$ cat src/rtl/jk_bank_pkg.sv
// Shared types and JK excitation helpers for the JK register-bank driver.
// Op encodings, FSM states and per-bit excitation/target functions.
package jk_bank_pkg;

  localparam logic [1:0] OP_LOAD   = 2'd0;
  localparam logic [1:0] OP_SET    = 2'd1;
  localparam logic [1:0] OP_CLR    = 2'd2;
  localparam logic [1:0] OP_TOGGLE = 2'd3;

  typedef enum logic [1:0] {
    IDLE,
    EXCITE,
    CHECK
  } state_t;

  // {j, k} for one cell; LOAD don't-cares resolve to 0
  function automatic logic [1:0] jk_excite(
    input logic       q,
    input logic [1:0] op,
    input logic       d
  );
    logic [1:0] jk;
    jk = 2'b00;
    unique case (op)
      OP_LOAD:   jk = {~q & d, q & ~d};
      OP_SET:    jk = {d, 1'b0};
      OP_CLR:    jk = {1'b0, d};
      OP_TOGGLE: jk = {d, d};
      default:   jk = 2'b00;
    endcase
    return jk;
  endfunction

  function automatic logic jk_target(
    input logic       q,
    input logic [1:0] op,
    input logic       d
  );
    logic t;
    t = q;
    unique case (op)
      OP_LOAD:   t = d;
      OP_SET:    t = q | d;
      OP_CLR:    t = q & ~d;
      OP_TOGGLE: t = q ^ d;
      default:   t = q;
    endcase
    return t;
  endfunction

endpackage

$ cat src/rtl/jk_bank_driver_cell.sv
// Single JK flip-flop cell with async active-high clear.
// Exposes its next state so the driver can check the word it is about to hold.
module jk_cell (
  input  logic clk,
  input  logic rst,
  input  logic j,
  input  logic k,
  output logic q,
  output logic q_next
);

  always_comb begin
    q_next = q;
    unique case ({j, k})
      2'b00:   q_next = q;
      2'b01:   q_next = 1'b0;
      2'b10:   q_next = 1'b1;
      2'b11:   q_next = ~q;
      default: q_next = q;
    endcase
  end

  always_ff @(posedge clk or posedge rst) begin
    if (rst) q <= 1'b0;
    else     q <= q_next;
  end

endmodule

$ cat src/rtl/jk_bank_driver.sv
// Command-driven front end for a bank of JK cells: FIFO, excite, self-check.
// Each command takes IDLE -> EXCITE -> CHECK; done/match/flips are registered.
module jk_bank_driver
  import jk_bank_pkg::*;
#(
  parameter int WIDTH = 8,
  parameter int DEPTH = 4
) (
  input  logic                         clk,
  input  logic                         rst,
  input  logic                         cmd_valid,
  output logic                         cmd_ready,
  input  logic [1:0]                   cmd_op,
  input  logic [WIDTH-1:0]             cmd_data,
  output logic [WIDTH-1:0]             j,
  output logic [WIDTH-1:0]             k,
  output logic [WIDTH-1:0]             q,
  output logic [WIDTH-1:0]             qb,
  output logic                         busy,
  output logic                         done,
  output logic                         match,
  output logic [$clog2(WIDTH+1)-1:0]   flips
);

  localparam int AW = (DEPTH > 1) ? $clog2(DEPTH) : 1;
  localparam int CW = AW + 1;
  localparam int FW = $clog2(WIDTH + 1);

  logic [1:0]       op_mem   [DEPTH];
  logic [WIDTH-1:0] data_mem [DEPTH];

  logic [AW-1:0]    wr_ptr;
  logic [AW-1:0]    rd_ptr;
  logic [CW-1:0]    count;
  logic [CW-1:0]    count_nxt;
  logic             push;
  logic             pop;

  state_t           state;
  state_t           state_nxt;

  logic [1:0]       op_r;
  logic [WIDTH-1:0] data_r;
  logic [WIDTH-1:0] q_prev;
  logic [WIDTH-1:0] exp_r;
  logic [WIDTH-1:0] exp_nxt;
  logic [WIDTH-1:0] q_nxt;
  logic [WIDTH-1:0] diff;
  logic [FW-1:0]    pop_cnt;
  logic [1:0]       head_op;
  logic [WIDTH-1:0] head_data;

  // FIFO: count is registered, so an entry is never popped on its push edge
  assign push      = cmd_valid && cmd_ready;
  assign pop       = (state == IDLE) && (count != '0);
  assign head_op   = op_mem[rd_ptr];
  assign head_data = data_mem[rd_ptr];

  always_comb begin
    count_nxt = count + CW'(push) - CW'(pop);
  end

  always_ff @(posedge clk or posedge rst) begin
    if (rst) begin
      wr_ptr    <= '0;
      rd_ptr    <= '0;
      count     <= '0;
      cmd_ready <= 1'b1;
    end else begin
      if (push) wr_ptr <= wr_ptr + AW'(1);
      if (pop)  rd_ptr <= rd_ptr + AW'(1);
      count     <= count_nxt;
      cmd_ready <= (count_nxt != CW'(DEPTH));
    end
  end

  always_ff @(posedge clk) begin
    if (push) begin
      op_mem[wr_ptr]   <= cmd_op;
      data_mem[wr_ptr] <= cmd_data;
    end
  end

  always_ff @(posedge clk or posedge rst) begin
    if (rst) state <= IDLE;
    else     state <= state_nxt;
  end

  always_comb begin
    state_nxt = state;
    unique case (state)
      IDLE:    if (count != '0) state_nxt = EXCITE;
      EXCITE:  state_nxt = CHECK;
      CHECK:   state_nxt = IDLE;
      default: state_nxt = IDLE;
    endcase
  end

  always_comb begin
    exp_nxt = '0;
    for (int i = 0; i < WIDTH; i++) begin
      exp_nxt[i] = jk_target(q[i], head_op, head_data[i]);
    end
  end

  // Cells hold whenever the FSM is not exciting them
  always_comb begin
    j = '0;
    k = '0;
    if (state == EXCITE) begin
      for (int i = 0; i < WIDTH; i++) begin
        {j[i], k[i]} = jk_excite(q[i], op_r, data_r[i]);
      end
    end
  end

  for (genvar i = 0; i < WIDTH; i++) begin : g_cell
    jk_cell u_cell (
      .clk    (clk),
      .rst    (rst),
      .j      (j[i]),
      .k      (k[i]),
      .q      (q[i]),
      .q_next (q_nxt[i])
    );
  end

  assign qb   = ~q;
  assign busy = (state != IDLE) || (count != '0);
  assign diff = q_nxt ^ q_prev;

  always_comb begin
    pop_cnt = '0;
    for (int i = 0; i < WIDTH; i++) begin
      pop_cnt = pop_cnt + FW'(diff[i]);
    end
  end

  // Result is captured on the edge the cells take their new value
  always_ff @(posedge clk or posedge rst) begin
    if (rst) begin
      op_r   <= OP_LOAD;
      data_r <= '0;
      q_prev <= '0;
      exp_r  <= '0;
      done   <= 1'b0;
      match  <= 1'b0;
      flips  <= '0;
    end else begin
      if (pop) begin
        op_r   <= head_op;
        data_r <= head_data;
        q_prev <= q;
        exp_r  <= exp_nxt;
      end
      done <= (state == EXCITE);
      if (state == EXCITE) begin
        match <= (q_nxt == exp_r);
        flips <= pop_cnt;
      end
    end
  end

endmodule

$ cat config.mk
export PLATFORM = sky130hd
export DESIGN_NAME = jk_bank_driver
export DESIGN_NICKNAME = d
export VERILOG_FILES = /design/src/rtl/jk_bank_pkg.sv /design/src/rtl/jk_bank_driver_cell.sv /design/src/rtl/jk_bank_driver.sv
export SDC_FILE = /design/constraint.sdc
export NUM_CORES = 1
export LEC_CHECK = 0
export ABC_AREA = 1
export CORE_ASPECT_RATIO = 0.8
export CORE_MARGIN = 2
export CORE_UTILIZATION = 61
export CTS_CLUSTER_SIZE = 14
export DETAILED_ROUTE_END_ITERATION = 10
export PLACE_DENSITY_LB_ADDON = 0.2
export SETUP_SLACK_MARGIN = 0.2
export SKIP_LAST_GASP = 1
export SYNTH_ARGS = -nofsm -noshare
export SYNTH_HDL_FRONTEND = slang
export SYNTH_SLANG_ARGS = --single-unit
$ cat constraint.sdc
create_clock -name clk -period 5.7 [get_ports clk]
set_input_delay 0.855 -clock clk [delete_from_list [all_inputs] [get_ports clk]]
set_output_delay 0.855 -clock clk [all_outputs]
set_load 0.02 [all_outputs]
==> results of run 1 <==
## placed cells by master, fill, tap and decap left out, types with 10 or more instances in the layout
cell type and count:
sky130_fd_sc_hd__a21oi_1 11, sky130_fd_sc_hd__o21ai_0 37, sky130_fd_sc_hd__dfrtp_1 49, sky130_fd_sc_hd__nor2_1 38, sky130_fd_sc_hd__inv_1 49, sky130_fd_sc_hd__clkdlybuf4s50_1 52, sky130_fd_sc_hd__ha_1 25, sky130_fd_sc_hd__nand3_1 48
sky130_fd_sc_hd__inv_2 11, sky130_fd_sc_hd__nand2_1 135, sky130_fd_sc_hd__clkbuf_8 10, sky130_fd_sc_hd__edfxtp_1 40
## worst max-delay path by stage
stage                  start        to  slack [ps]  cells past startpoint
floorplan           state[1]  flips[1]        2030                     15
global placement     op_r[1]  flips[1]        1800                     16
detailed placement   op_r[1]  flips[2]        1670                     17
CTS                  op_r[1]  flips[2]        1640                     17
global route         op_r[1]  flips[2]        1310                     17
finish               op_r[1]  flips[2]        1620                     17
## state kept, by name (all words and copies together) (netlist names)
signal           flops
data_mem            32
data_r               8
exp_r                8
g_cell.u_cell.q      8
op_mem               8
q_prev               8
flips                4
count                3
op_r                 2
rd_ptr               2
state                2
wr_ptr               2
cmd_ready            1
done                 1
match                1
## per-stage QoR
step | util | setup WS, ps | hold WS (ps) | cell area (sq um)
3_5_place_dp | 0.674 | 1670 | 476 | 5310
3_3_place_gp | 0.674 | 1800 | 468 | 5310
5_1_grt | 0.699 | 1310 | 522 | 5500
4_1_cts | 0.699 | 1640 | 495 | 5500
2_1_floorplan | - | 2030 | 472 | 4920
6_report | 0.699 | 1620 | 497 | 5500
## layout make-up
class                   instances  share of cell area
well taps                     108              0.0246
clock buffers                  11              0.0257
inverters                      62              0.0423
multi-input cells             354               0.356
flip-flops and latches         90               0.446
repair buffers                 53              0.0960
clock inverters                 5              0.0100
## cells in the mapped netlist
master | count | area, sq um
sky130_fd_sc_hd__nand2_1 | 135 | 507
sky130_fd_sc_hd__inv_1 | 50 | 188
sky130_fd_sc_hd__dfrtp_1 | 49 | 1230
sky130_fd_sc_hd__nand3_1 | 48 | 240
sky130_fd_sc_hd__edfxtp_1 | 40 | 1200
sky130_fd_sc_hd__nor2_1 | 38 | 143
sky130_fd_sc_hd__o21ai_0 | 37 | 185
sky130_fd_sc_hd__buf_4 | 29 | 218
sky130_fd_sc_hd__ha_1 | 25 | 313
sky130_fd_sc_hd__a21oi_1 | 11 | 55.1
sky130_fd_sc_hd__inv_2 | 10 | 37.5
sky130_fd_sc_hd__nor3_1 | 9 | 45.0
sky130_fd_sc_hd__o21ai_1 | 9 | 45.0
sky130_fd_sc_hd__xor2_1 | 8 | 70.1
sky130_fd_sc_hd__nand2_2 | 6 | 37.5
sky130_fd_sc_hd__buf_2 | 5 | 25.0
sky130_fd_sc_hd__fa_1 | 5 | 100
sky130_fd_sc_hd__xnor2_1 | 5 | 43.8
sky130_fd_sc_hd__o22a_1 | 4 | 35.0
sky130_fd_sc_hd__buf_6 | 3 | 33.8
sky130_fd_sc_hd__nand4_1 | 3 | 18.8
sky130_fd_sc_hd__nor2_4 | 3 | 33.8
sky130_fd_sc_hd__clkinv_1 | 2 | 7.51
sky130_fd_sc_hd__nand3_2 | 2 | 20.0
sky130_fd_sc_hd__nor2_2 | 2 | 12.5
sky130_fd_sc_hd__clkbuf_1 | 1 | 3.75
sky130_fd_sc_hd__dfstp_2 | 1 | 26.3
sky130_fd_sc_hd__nand2_4 | 1 | 11.3
sky130_fd_sc_hd__nand4_4 | 1 | 21.3
sky130_fd_sc_hd__o211ai_1 | 1 | 7.51
sky130_fd_sc_hd__o211ai_2 | 1 | 12.5
## layer usage
layer	part of all wire	global-route usage	wire length (um)
met1	0.42	0.361	4660
met2	0.48	0.432	5290
met3	0.081	0.0613	891
met4	0.020	0.0983	216
met5	0	0	0
## worst min-delay path: stages, from the launching register on
cell	delay (ps)
sky130_fd_sc_hd__dfrtp_1	350
sky130_fd_sc_hd__nand2_1	50
sky130_fd_sc_hd__nand2_1	60
## cell families (layout without fill, tap and decap cells)
family	Yosys count	count (layout)	synth area share
simple gates	248	248	0.221
buf+inv	100	131	0.104
flops	90	90	0.498
compound gates	63	63	0.0691
fa+ha+maj	30	30	0.0839
xor+xnor	13	13	0.0231
==> impl_results.md, run 1 <==
* Status: finished clean
* Critical path cell sequence: inv_2, nand2_2, nor2_4, nand2_1, nand3_1, nand2_1, xor2_1, fa_1, inv_1, fa_1, fa_1, inv_1, ha_1, inv_1, fa_1, xor2_1, o21ai_0
* Number of global-route vias before repair at 3738
* Crit-path leading delay family: adder cells
* Number of filler cells placed in the layout at 606
* Crit path max fanout at 19
* Fmax at 0.245 GHz
* Cell repeated most along the worst path: sky130_fd_sc_hd__fa_1
* Clock tree from TritonCTS: built
* Nature of the critical path endpoint: flip-flop
* Average vias per placed instance at 5.60
* Initial DRT Pass Iterations at 6
* Initial antenna violation count at 0
* Post-route fraction of the period consumed by the critical path at 0.715
* Routed WL per cell at 16.2 um
* Yosys warnings at 0
* Number of cells on the worst reg-to-reg path at 17
* Data arrival time of the critical path at 4360 ps
* Destination of the worst register-to-register timing path: flips[2]
* Depth of the worst hold-timing path at 2
* Start point of the worst min-delay path: match
* Setup clock skew after layout at 13.8 ps
* Number of diodes at 0
* Number of top-level design ports at 53
* Max-cap viol count at 0
* Critical-path top delay cell: sky130_fd_sc_hd__dfrtp_1
* Post-Place Cells at 667
* Buffers inserted during post-CTS setup optimization at 0
* Total number of vias at 3823
* Worst Path Buf+Inv at 4
* Stage delay of the slowest cell on the critical path at 620 ps
* Latest clock arrival within the worst-skew pair at 370 ps
* Final setup violation count at 0
* Number of input and output port buffers inserted at 52
* Total routing usage reported by global routing at 0.269
* Starting utilization of the core area at 0.625
* Width of the die at 104 um
* Number of standard-cell rows in the floorplan at 29
* Die area at 8810 sq um
* Yosys cell types at 31
* Area occupied by multi-input gates at 1960 sq um
* Fin nets at 613
* Kind of start point of the critical path: flip-flop
* Pin count of the biggest net entering global routing at 51
* Aggregate routed wire length at 11100 um
* Number of flip-flops and latches in the synthesized netlist at 90
* Cells resized by post-CTS repair at 0
* Class of the most critical setup path: reg2reg
* Final non-filler cell total at 683
* Count of routing violations after the opening detailed-route iteration at 277
* Buffer depth of the longest clock path at 2
* H-tree depth at 3
* Number of nets produced by synthesis at 587
* Number of hold buffers added after cts at 0
* Root buffer cell: sky130_fd_sc_hd__clkbuf_8
* Synth Area per Inst at 9.05 sq um
* Total clock buffers created by CTS at 9
* Part of the Yosys area used for sequential elements at 0.498
* Hold Crit Endpoint: match
* Gpl congestion at 0.931
* Register area at 2450 sq um
* Required time of the worst setup path at 5990 ps
* Total Negative Setup Slacks at 0 ps
* Mapped cell area at 4920 sq um
* Total half-perimeter wirelength after legalization and detailed placement at 7850 um
* Count of unresolved DRC violations after routing at 0
* Placeable core region at 7870 sq um
* Type of the tightest min-delay check: reg2reg
* Num Clock Sinks at 90
* Sum of overflow across all layers after global routing at 0
* Fraction of layout instances using a drive strength above 1 at 0.0748
* Relative max-transition margin at 0.265
* First-pass GRT wire length at 18400 um
* Setup repair after global routing missed its margin: no
* Height of the chip at 84.4 um
* Launching point of the worst reg2reg path: op_r[1]
* Minimum clock period at 4080 ps
* Final Hold Fails at 0
* Pins over their slew limit at 0
* Count of antenna-violating nets left after detailed routing at 0
* Clock transition time at the flip-flop clock pins of the worst setup and hold paths at 80 ps
* Worst-margin pin slew at 1100 ps
* Area growth from synthesis to layout at 11.8%
* Setup slack, reg-to-reg at 1620 ps
* Post-Synthesis Cells at 544
Power of run 1 is not shown: default switching activity piles up to over one toggle a cycle in this logic, so the estimate is an artifact.
==> run 2, diff against run 1 <==
--- a/config.mk
+++ b/config.mk
@@ -8,7 +8,7 @@
 export ABC_AREA = 1
 export CORE_ASPECT_RATIO = 0.8
 export CORE_MARGIN = 2
-export CORE_UTILIZATION = 61
+export CORE_UTILIZATION = 57
 export CTS_CLUSTER_SIZE = 14
 export DETAILED_ROUTE_END_ITERATION = 10
 export PLACE_DENSITY_LB_ADDON = 0.2
==> constraint.sdc (replaced) <==
create_clock -name clk -period 4 [get_ports clk]
set_input_delay 0.6 -clock clk [delete_from_list [all_inputs] [get_ports clk]]
set_output_delay 0.6 -clock clk [all_outputs]
set_load 0.02 [all_outputs]
==> run 2 against run 1 <==
Effect of this change:
- die area increased by 6.7%
- non-clock buffer count rose by 18
- final cell count grew 3.2%
- clock skew down 8.2 ps
- sequential cell count is the same
- maximum frequency is 11% higher
- global-route usage shrank 0.88 points
==> impl_results.md, run 2 (synthesis results as in run 1) <==
* Most frequent standard cell in the layout excluding fill and tap cells: sky130_fd_sc_hd__nand2_1
* Number of hold buffers added after cts at 0
* Cell area reported after detailed placement at 5360 sq um
* Width of the die at 108 um
* Die area at 9400 sq um
* Stage delay of the slowest cell on the critical path at 540 ps
* Aggregate routed wire length at 11300 um
* Number of standard-cell rows in the floorplan at 30
* Crit-path leading delay family: adder cells
* Final Hold Fails at 0
* Total half-perimeter wirelength after legalization and detailed placement at 8050 um
* Fin nets at 631
* Nature of the critical path endpoint: flip-flop
* Number of flip-flops under the largest register name at 32
* Num Clock Sinks at 90
* Register area at 2460 sq um
* Placeable core region at 8450 sq um
* Total clock buffers created by CTS at 9
* Minimum clock period at 3690 ps
* First-pass GRT wire length at 18400 um
* Latest clock arrival within the worst-skew pair at 370 ps
* Final setup violation count at 0
* Post-route fraction of the period consumed by the critical path at 0.921
* Initial DRT Pass Iterations at 4
* Critical path cell sequence: buf_4, nor2_4, nand3_2, nand3_2, nand2_1, xor2_1, fa_1, inv_1, fa_1, fa_1, inv_1, ha_2, inv_1, fa_2, o21ai_1
* Count of antenna-violating nets left after detailed routing at 0
* Routed WL per cell at 16.0 um
* Class of the most critical setup path: reg2reg
* Number of global-route vias before repair at 3752
* Pins over their slew limit at 0
* Largest register by flop count: data_mem
* Relative max-transition margin at 0.275
* Area occupied by multi-input gates at 2020 sq um
* H-tree depth at 3
* Data arrival time of the critical path at 3950 ps
* Setup repair after global routing missed its margin: no
* Clock tree from TritonCTS: built
* Buffer depth of the longest clock path at 2
* Post-Place Cells at 677
* Gpl congestion at 0.857
* Number of filler cells placed in the layout at 683
* Critical-path top delay cell: sky130_fd_sc_hd__fa_1
* Post-route core utilization at 0.672
* Worst Path Buf+Inv at 4
* Finished Cell Area at 5680 sq um
* Clock transition time at the flip-flop clock pins of the worst setup and hold paths at 80 ps
* Total routing usage reported by global routing at 0.260
* Height of the chip at 87.1 um
* Crit path max fanout at 4
* Setup clock skew after layout at 5.55 ps
* Worst-margin pin slew at 1090 ps
* Total Negative Setup Slacks at 0 ps
* Status: finished clean
* Number of diodes at 0
* Root buffer cell: sky130_fd_sc_hd__clkbuf_8
* Number of input and output port buffers inserted at 52
* Fmax at 0.271 GHz
* Type of the tightest min-delay check: reg2reg
* Count of unresolved DRC violations after routing at 0
* Fraction of layout instances using a drive strength above 1 at 0.125
* Sum of overflow across all layers after global routing at 0
* Area growth from synthesis to layout at 15.3%
* Top library cells by usage in the layout, fill and taps aside: sky130_fd_sc_hd__nand2_1, sky130_fd_sc_hd__clkdlybuf4s50_1, sky130_fd_sc_hd__inv_1, sky130_fd_sc_hd__dfrtp_1, sky130_fd_sc_hd__nand3_1
* Total number of vias at 3822
* Average vias per placed instance at 5.42
* Count of routing violations after the opening detailed-route iteration at 254
* Initial antenna violation count at 0
* Final non-filler cell total at 705
* Max-cap viol count at 0
* Number of top-level design ports at 53
* Required time of the worst setup path at 4260 ps
* Starting utilization of the core area at 0.583
* Kind of start point of the critical path: flip-flop
* Pin count of the biggest net entering global routing at 51
==> run 2: changes by cell type in the layout (fill, tap and decap cells not counted), sizes merged <==
| cell | before | now |
|---|---|---|
| buf | 1 | 19 |
| bufinv | 1 | 0 |
| clkinvlp | 1 | 2 |
==> run 2: path summary, 6_finish.rpt <==
kind | endpoint | start | slack, ps | cells after the start
worst max-delay path | flips[1] | state[1] | 310 | 15
worst min-delay path | flips[2] | flips[2] | 500 | 2
worst max register to register | flips[1] | state[1] | 310 | 15
worst min register to register | flips[2] | flips[2] | 500 | 2
max in group asynchronous | state[0] | rst | 2440 | 2
min in group asynchronous | q_prev[5] | rst | 810 | 2
==> run 2: layout make-up <==
type | instances | share of cell area
multi-input cells | 354 | 0.355
clock inverters | 5 | 0.00551
well taps | 112 | 0.0247
flip-flops and latches | 90 | 0.433
repair buffers | 71 | 0.117
clock buffers | 11 | 0.0231
inverters | 62 | 0.0410
==> run 2: tightest hold or removal path: stages, from the launching register on <==
cell                      delay [ps]
sky130_fd_sc_hd__dfrtp_1         350
sky130_fd_sc_hd__nand2_1          50
sky130_fd_sc_hd__o21ai_1          60
==> run 2: repair_timing <==
action / CTS / global route
setup endpoints to repair: 2 / 2
resized for setup: 4 / 17
pin swaps: 2 / 5
setup buffers: 8 / 4
hold endpoints to repair: 0 / 0
cloned: 0 / 0
==> run 2: per-layer routing <==
metal | up-vias | share of wire | track usage
li1 | 1827 | - | -
met1 | 1855 | 0.46 | 0.359
met2 | 124 | 0.47 | 0.412
met3 | 16 | 0.062 | 0.0703
met4 | 0 | 0.012 | 0.0664
met5 | - | 0 | 0
==> run 2: stage by stage <==
step                setup WS (ps)  hold slack [ps]
CTS                           207              501
finish                        315              501
detailed placement            119              480
global route                  179              527
floorplan                     327              472
global placement              247              466
Power of run 2 is left out for the same reason.
